File: src/rtl/imem_write_arbiter.sv
// imem_write_arbiter: round-robin owner of the instruction-memory write port for two producers,
// holding the write pointer and issuing one start/done memory write per accepted word.
module imem_write_arbiter #(
  parameter int DATA_WIDTH = 32,
  parameter int ADDR_WIDTH = 16,
  parameter logic [ADDR_WIDTH-1:0] ADDR_LIMIT = 16'hFFFF
) (
  input  logic                  clk,
  input  logic                  reset,
  input  logic                  req0_valid,
  input  logic [DATA_WIDTH-1:0] req0_data,
  output logic                  req0_grant,
  input  logic                  req1_valid,
  input  logic [DATA_WIDTH-1:0] req1_data,
  output logic                  req1_grant,
  input  logic                  addr_load,
  input  logic [ADDR_WIDTH-1:0] addr_load_value,
  output logic                  mem_start,
  output logic [ADDR_WIDTH-1:0] mem_address,
  output logic [DATA_WIDTH-1:0] mem_data,
  input  logic                  mem_done,
  output logic                  busy,
  output logic                  full,
  output logic                  last_grant,
  output logic [ADDR_WIDTH-1:0] write_count
);
  typedef enum logic [1:0] {IDLE, ISSUE, WAIT_MEM} state_t;
  state_t state, state_n;
  logic [ADDR_WIDTH-1:0] ptr, ptr_n, addr_n, count_n;
  logic [DATA_WIDTH-1:0] data_n;
  logic full_n, last_n, g0_n, g1_n, start_n, pick1;
  // producer 1 wins when alone, or when both ask and producer 0 was served last
  assign pick1 = req1_valid && (!req0_valid || !last_grant);
  always_comb begin
    state_n = state;
    ptr_n = ptr;
    count_n = write_count;
    full_n = full;
    addr_n = mem_address;
    data_n = mem_data;
    last_n = last_grant;
    g0_n = 1'b0;
    g1_n = 1'b0;
    start_n = 1'b0;
    case (state)
      IDLE:
        if (addr_load) begin
          ptr_n = addr_load_value;
          full_n = 1'b0;
          count_n = '0;
        end else if (!full && (req0_valid || req1_valid)) begin
          data_n = pick1 ? req1_data : req0_data;
          addr_n = ptr;
          last_n = pick1;
          g0_n = !pick1;
          g1_n = pick1;
          start_n = 1'b1;
          state_n = ISSUE;
        end
      ISSUE: state_n = WAIT_MEM;
      WAIT_MEM:
        if (mem_done) begin
          ptr_n = ptr + ADDR_WIDTH'(1);
          count_n = write_count + ADDR_WIDTH'(1);
          full_n = mem_address == ADDR_LIMIT;
          state_n = IDLE;
        end
      default: state_n = IDLE;
    endcase
  end
  always_ff @(posedge clk or posedge reset) begin
    if (reset) begin
      state <= IDLE;
      ptr <= '0;
      write_count <= '0;
      full <= 1'b0;
      mem_address <= '0;
      mem_data <= '0;
      last_grant <= 1'b1;
      req0_grant <= 1'b0;
      req1_grant <= 1'b0;
      mem_start <= 1'b0;
      busy <= 1'b0;
    end else begin
      state <= state_n;
      ptr <= ptr_n;
      write_count <= count_n;
      full <= full_n;
      mem_address <= addr_n;
      mem_data <= data_n;
      last_grant <= last_n;
      req0_grant <= g0_n;
      req1_grant <= g1_n;
      mem_start <= start_n;
      busy <= state_n != IDLE;
    end
  end
endmodule

File: config.mk
export PLATFORM = sky130hd
export DESIGN_NAME = imem_write_arbiter
export DESIGN_NICKNAME = d
export VERILOG_FILES = /design/src/rtl/imem_write_arbiter.sv
export SDC_FILE = /design/constraint.sdc
export NUM_CORES = 1
export LEC_CHECK = 0
export CAP_MARGIN = 25
export CORE_MARGIN = 8
export CORE_UTILIZATION = 40
export DETAILED_ROUTE_END_ITERATION = 10
export PLACE_DENSITY = 0.85
export SLEW_MARGIN = 30
export SYNTH_ARGS = -nofsm -noshare
export SYNTH_HDL_FRONTEND = slang
export SYNTH_SLANG_ARGS = --single-unit
File: constraint.sdc
create_clock -name clk -period 3.1 [get_ports clk]
set_clock_uncertainty 0.2 [all_clocks]
set_input_delay 0.62 -clock clk [delete_from_list [all_inputs] [get_ports clk]]
set_output_delay 0.62 -clock clk [all_outputs]
set_load 0.02 [all_outputs]
# Word level (Yosys, flattened, before mapping)
# Cells that the tools add are included.
# classes
add_sub_neg,2
mul,0
div_mod_pow,0
magnitude_cmp,0
n_eq_ne,5
shifts,0
n_mux,23
bitwise,1
n_reduce_logical,13
# op_table
operator,n
$mux W16,4
$pmux W16 S2,2
$add A16 B1 Y16 const B,2
$mux W32,1
$eq A16 B16 Y1 const B,1
$mux W1,11
$mux W2,3
$pmux W2 S3,1
$reduce_and A3 Y1,2
$logic_not A1 Y1,4
$ne A2 B2 Y1 const B,2
$reduce_bool A2 Y1,2
$eq A2 B1 Y1 const B,1
$eq A2 B2 Y1 const B,1
$logic_and A1 B1 Y1,2
$logic_not A2 Y1,1
$logic_or A1 B1 Y1,2
$pmux W1 S2,1
$not A1 Y1,1
# word_totals
ff_bits,88
latch_bits,0
ramBits,0
mem_bits_ro,0
inputBits,86
out_inout_bits,70
n_memories,0

# Longest topological paths before layout
# logic_depth
word_depth,7
depth_mapped,8

# Least setup slack after synthesis
# OpenSTA, ideal clock, no wires.
# synth_path
path_kind,flip-flop to flip-flop
from,register write_count[0]
to,register write_count[14]
setup_ps,77
arrival_time_ps,1655
required_ps,2823
setup_slack_ps,1168
stages_incl_launch_ff,6
n_path_buf,0
period_less_slack_ps,1932
path_cell_list,dfrtp_1 -> ha_1 -> and3b_2 -> nand2_1 -> or4_1 -> a21oi_1
# synth_via
elab_chain_cells,3
# synth_rtl
element,line_no,text
start: declaration,25,output logic [ADDR_WIDTH-1:0] write_count
start signal: assignment,87,write_count <= count_n;
$add A16 B1 Y16,64,count_n = write_count + ADDR_WIDTH'(1);
$mux W16,62,if (mem_done) begin
$pmux W16 S2,45,case (state)
# No other way between the ends. The select of a mux whose other input is x is not followed.
# A chain may end at the register's enable or synchronous reset.

# Final worst setup path
# layout_path
from,register last_grant
to,output last_grant
# layout_lines
element,line_no,text
start: declaration,24,"output logic last_grant,"
start signal: assignment,91,last_grant <= last_n;
# No word-level cell between the ends.

==> impl.org <==
** Outcome
- The run finished with clean final reports.

** Die
- Effective utilization at floorplan :: 0.403
- The floorplan has 38 rows.
- The die is 120 um wide.
- The floorplan step defined a core boundary enclosing 0.0107 mm^2.
- In this run the count of I/O pins placed on the die edge is 156.
- DIE AREA :: 0.0143 mm^2
- Die outline height :: about 120 um

** Synthesis
- By count the netlist is led by nand2_1, dfrtp_1, o21ai_0.
- The number of nets handed over by synthesis was approximately 540.
- The synthesized netlist occupies a cell area of 0.00429 mm^2.
- In this run, synthesis produced a sequential element count of 88.
- Flip-flop cell with the highest count after synthesis :: dfrtp_1
- In this run, synthesis inferred 0 flip-flops with an integrated enable.
- In the post-synthesis netlist, the cell with the most instances is nand2_1.
- Count of distinct cell types in the synthesized netlist :: 56
- Fraction of registers with async set/reset :: 1.00
- Syn avg cell area :: 9.57 um^2
- By area the synthesized netlist is led by dfrtp_1, nand2_1, mux2i_1.
- For this run, the number of Yosys warnings is 0.
- Synth top area share :: 0.508
- For this run, the register share of the synthesized area comes to 0.514.
- Cell type with the largest total area after synthesis :: dfrtp_1
- Gate count after technology mapping :: 448

** Cells and area
- After routing the design area is a little over 0.006 mm^2.
- Layout cell share with drive strength beyond 1 :: 0.0569
- Util after Layout :: 0.580
- Area growth, synth to finish :: 44.0%
- The repair_antennas step left the layout with diodes totalling 0.
- After the last flow step, the layout net total stands at a little under 700.
- Fill cells in the final layout number around 930.

** Clock tree
- Bufs on Longest Clock Path :: 2
- After clock tree synthesis, the flow added hold-fix buffers numbering 0.
- CTS H-Tree Depth :: 3
- Inserted Clock Buffers :: 9
- Clock latency on the worst-skew pair, taken at its later pin, is 350 ps.
- TritonCTS built the clock tree.
- Clk Tree Root Cell :: clkbuf_8
- The clock drives between 80 and 90 sinks.
- Clock-pin slew of the registers on the worst-case setup and hold paths :: about 90 ps
- Count of cells resized by post-cts repair :: 0
- The number of setup buffers added after CTS is 0.

** Global routing
- Entering global routing, the biggest net connects 89 pins.
- Number of antenna violations at the first check in global routing :: 0
- The via count of the first global-routing pass came to 4136.
- The first global-routing pass estimated 20.4 mm of wire.
- Gr usage total :: 0.174
- The total overflow left after global routing is 0.

** STA
- Aggregate negative setup slack :: 0 ps
- Setup repair after global routing left no endpoint under its margin.
- Final worst path period need :: 2390 ps
- Number of pins with negative max-slew slack in the final report :: 0
- For this run, the top clock speed supported by timing is 0.418 GHz.
- The hold violation count in the final report came to 0.
- Setup violations remaining at the end of the flow were counted as 0.
- Of the available clock period, the critical path in the final layout requires 0.772.
- Final-layout worst hold slack :: 286 ps
- Worst max-slew margin expressed relative to the limit :: 0.522
- Least-Margin Pin Slew :: roughly 720 ps

** Power
- In this run the power density over the cells is roughly 800 mW/mm^2.
- Total Power :: 4.87 mW
- Worst ir drop on vdd :: 0.000433 V
- For this design the static power due to leakage is 2.66 nW.

** Placed design
- Area post-placement :: 0.00597 mm^2
- Sum of net half-perimeters after detailed placement :: 9.43 mm
- Input and output buffers added on the ports amount to 155.
- At the end of routability-driven placement, the weighted congestion stood at 0.838.

** Critical path
- Data on the critical path is required at its endpoint by 2280 ps.
- STA classifies the critical path endpoint as an output pin.
- Maximum fanout encountered on the critical timing path :: 3
- CP bufs+invs :: 1
- Startpoint kind of the worst setup timing path :: flop
- For the worst setup path, the data arrival time is ~1600 ps.
- List of cells traversed by the critical path :: clkdlybuf4s50_1
- The worst setup path is of the flop to output pin kind.
- Among all stages on the critical path, the largest delay is contributed by clkdlybuf4s50_1.
- Critical R2R Capture :: mem_data[14]
- Launch point of the worst reg-to-reg path :: state[0]
- Cell class contributing the biggest share of worst-path delay :: buffers and inverters
- The worst register-to-register path has a setup slack of 980 ps.
- CP max stage delay :: 660 ps
- Measured in cells, the most critical reg-to-reg path has a length of 5.

** Detailed routing
- Routed Antenna Nets :: 0
- Number of vias after detailed routing :: 3967
- Wires add up to ~13 mm.
- Iteration-0 DRC count of the detailed router :: 268
- Dividing the detail-routed wire length by the instance count gives 17.1 um.
- The first TritonRoute pass finished after 4 iterations.
- Dividing the detail-routed via count by the number of cells gives between 5 and 6.
- DRC violations left :: 0

** Run
- Max-cap viol count :: 0

** Hold path
- The tightest min-delay check is of the flop to flop type.
- Min-delay src :: mem_data[10]
- Hold Path End :: mem_data[10]
- Along the worst hold path, the cell count comes to 2.
cells by family after synthesis:
kind of cell | after synthesis | synth area share
flops | 88 | 0.514
buf+inv | 31 | 0.0341
simple gates | 189 | 0.211
xor+xnor | 7 | 0.0143
compound gates | 92 | 0.125
fa+ha+maj | 2 | 0.00584
mux | 39 | 0.0957
layout by cell type (no fill, tap or decap), types with 3 or more instances in the layout:
master,instances
nand2_1,108
and4_1,3
nand2b_1,3
or4_1,3
nor4_1,4
dfrtp_1,87
nand4_1,11
xnor2_1,3
buf_4,6
or3_1,4
a21oi_1,18
clkbuf_8,9
xor2_1,4
clkdlybuf4s50_1,155
nor2b_1,3
o21ai_0,46
o31ai_1,4
clkbuf_1,3
nor3_1,6
nand3_1,13
and3_1,3
nor2_1,19
mux2i_1,35
per-stage QoR:
| step | cells | worst slack [ps] |
|---|---|---|
| 2_1_floorplan | 448 | 3.10 |
| 3_3_place_gp | 723 | 499 |
| 3_5_place_dp | 723 | 374 |
| 4_1_cts | 738 | 670 |
| 5_1_grt | 738 | 607 |
| 6_report | 738 | 706 |
registers in the layout (all words and copies together), names as in the netlist:
signal / count
busy: 1
full: 1
last_grant: 1
mem_address: 16
mem_data: 32
mem_start: 1
ptr: 16
req0_grant: 1
req1_grant: 1
state: 2
write_count: 16
worst max path at each step:
stage	start	to	slack, ps	cells after the start
5_1_grt	addr_load	mem_data[14]	610	6
3_3_place_gp	addr_load	mem_data[19]	500	6
4_1_cts	last_grant	last_grant	670	1
6_report	last_grant	last_grant	710	1
2_1_floorplan	reset	busy	3	1
3_5_place_dp	addr_load	mem_data[14]	370	6
where the power goes:
group,internal (mW),total (mW),switching (mW)
registers,1.56,1.97,0.413
logic,0.936,2.05,1.11
clock network,0.452,0.852,0.400
total,2.95,4.87,1.93
area by class of cell:
| class | instances | area, um^2 | area share |
|---|---|---|---|
| clock buffers | 12 | 135 | 0.0219 |
| clock inverters | 3 | 67.6 | 0.0109 |
| inverters | 4 | 16.3 | 0.00263 |
| multi-input cells | 329 | 1960 | 0.318 |
| flip-flops and latches | 88 | 2200 | 0.357 |
| well taps | 140 | 175 | 0.0284 |
| repair buffers | 162 | 1620 | 0.262 |
worst reg2reg max path, stage by stage (launching register included):
cell and delay [ps]:
dfrtp_1 480, nor4_1 510, o21ai_4 110, buf_4 350, nand2_1 210, o21ai_0 110
layer usage:
| metal | wire [um] | vias up | global-route usage |
|---|---|---|---|
| li1 | - | 1865 | - |
| met1 | 4930 | 1914 | 0.193 |
| met2 | 6290 | 161 | 0.306 |
| met3 | 1170 | 27 | 0.0639 |
| met4 | 202 | 0 | 0.0492 |
| met5 | 0 | - | 0 |
No activity file was read; power rests on OpenSTA's default activity.
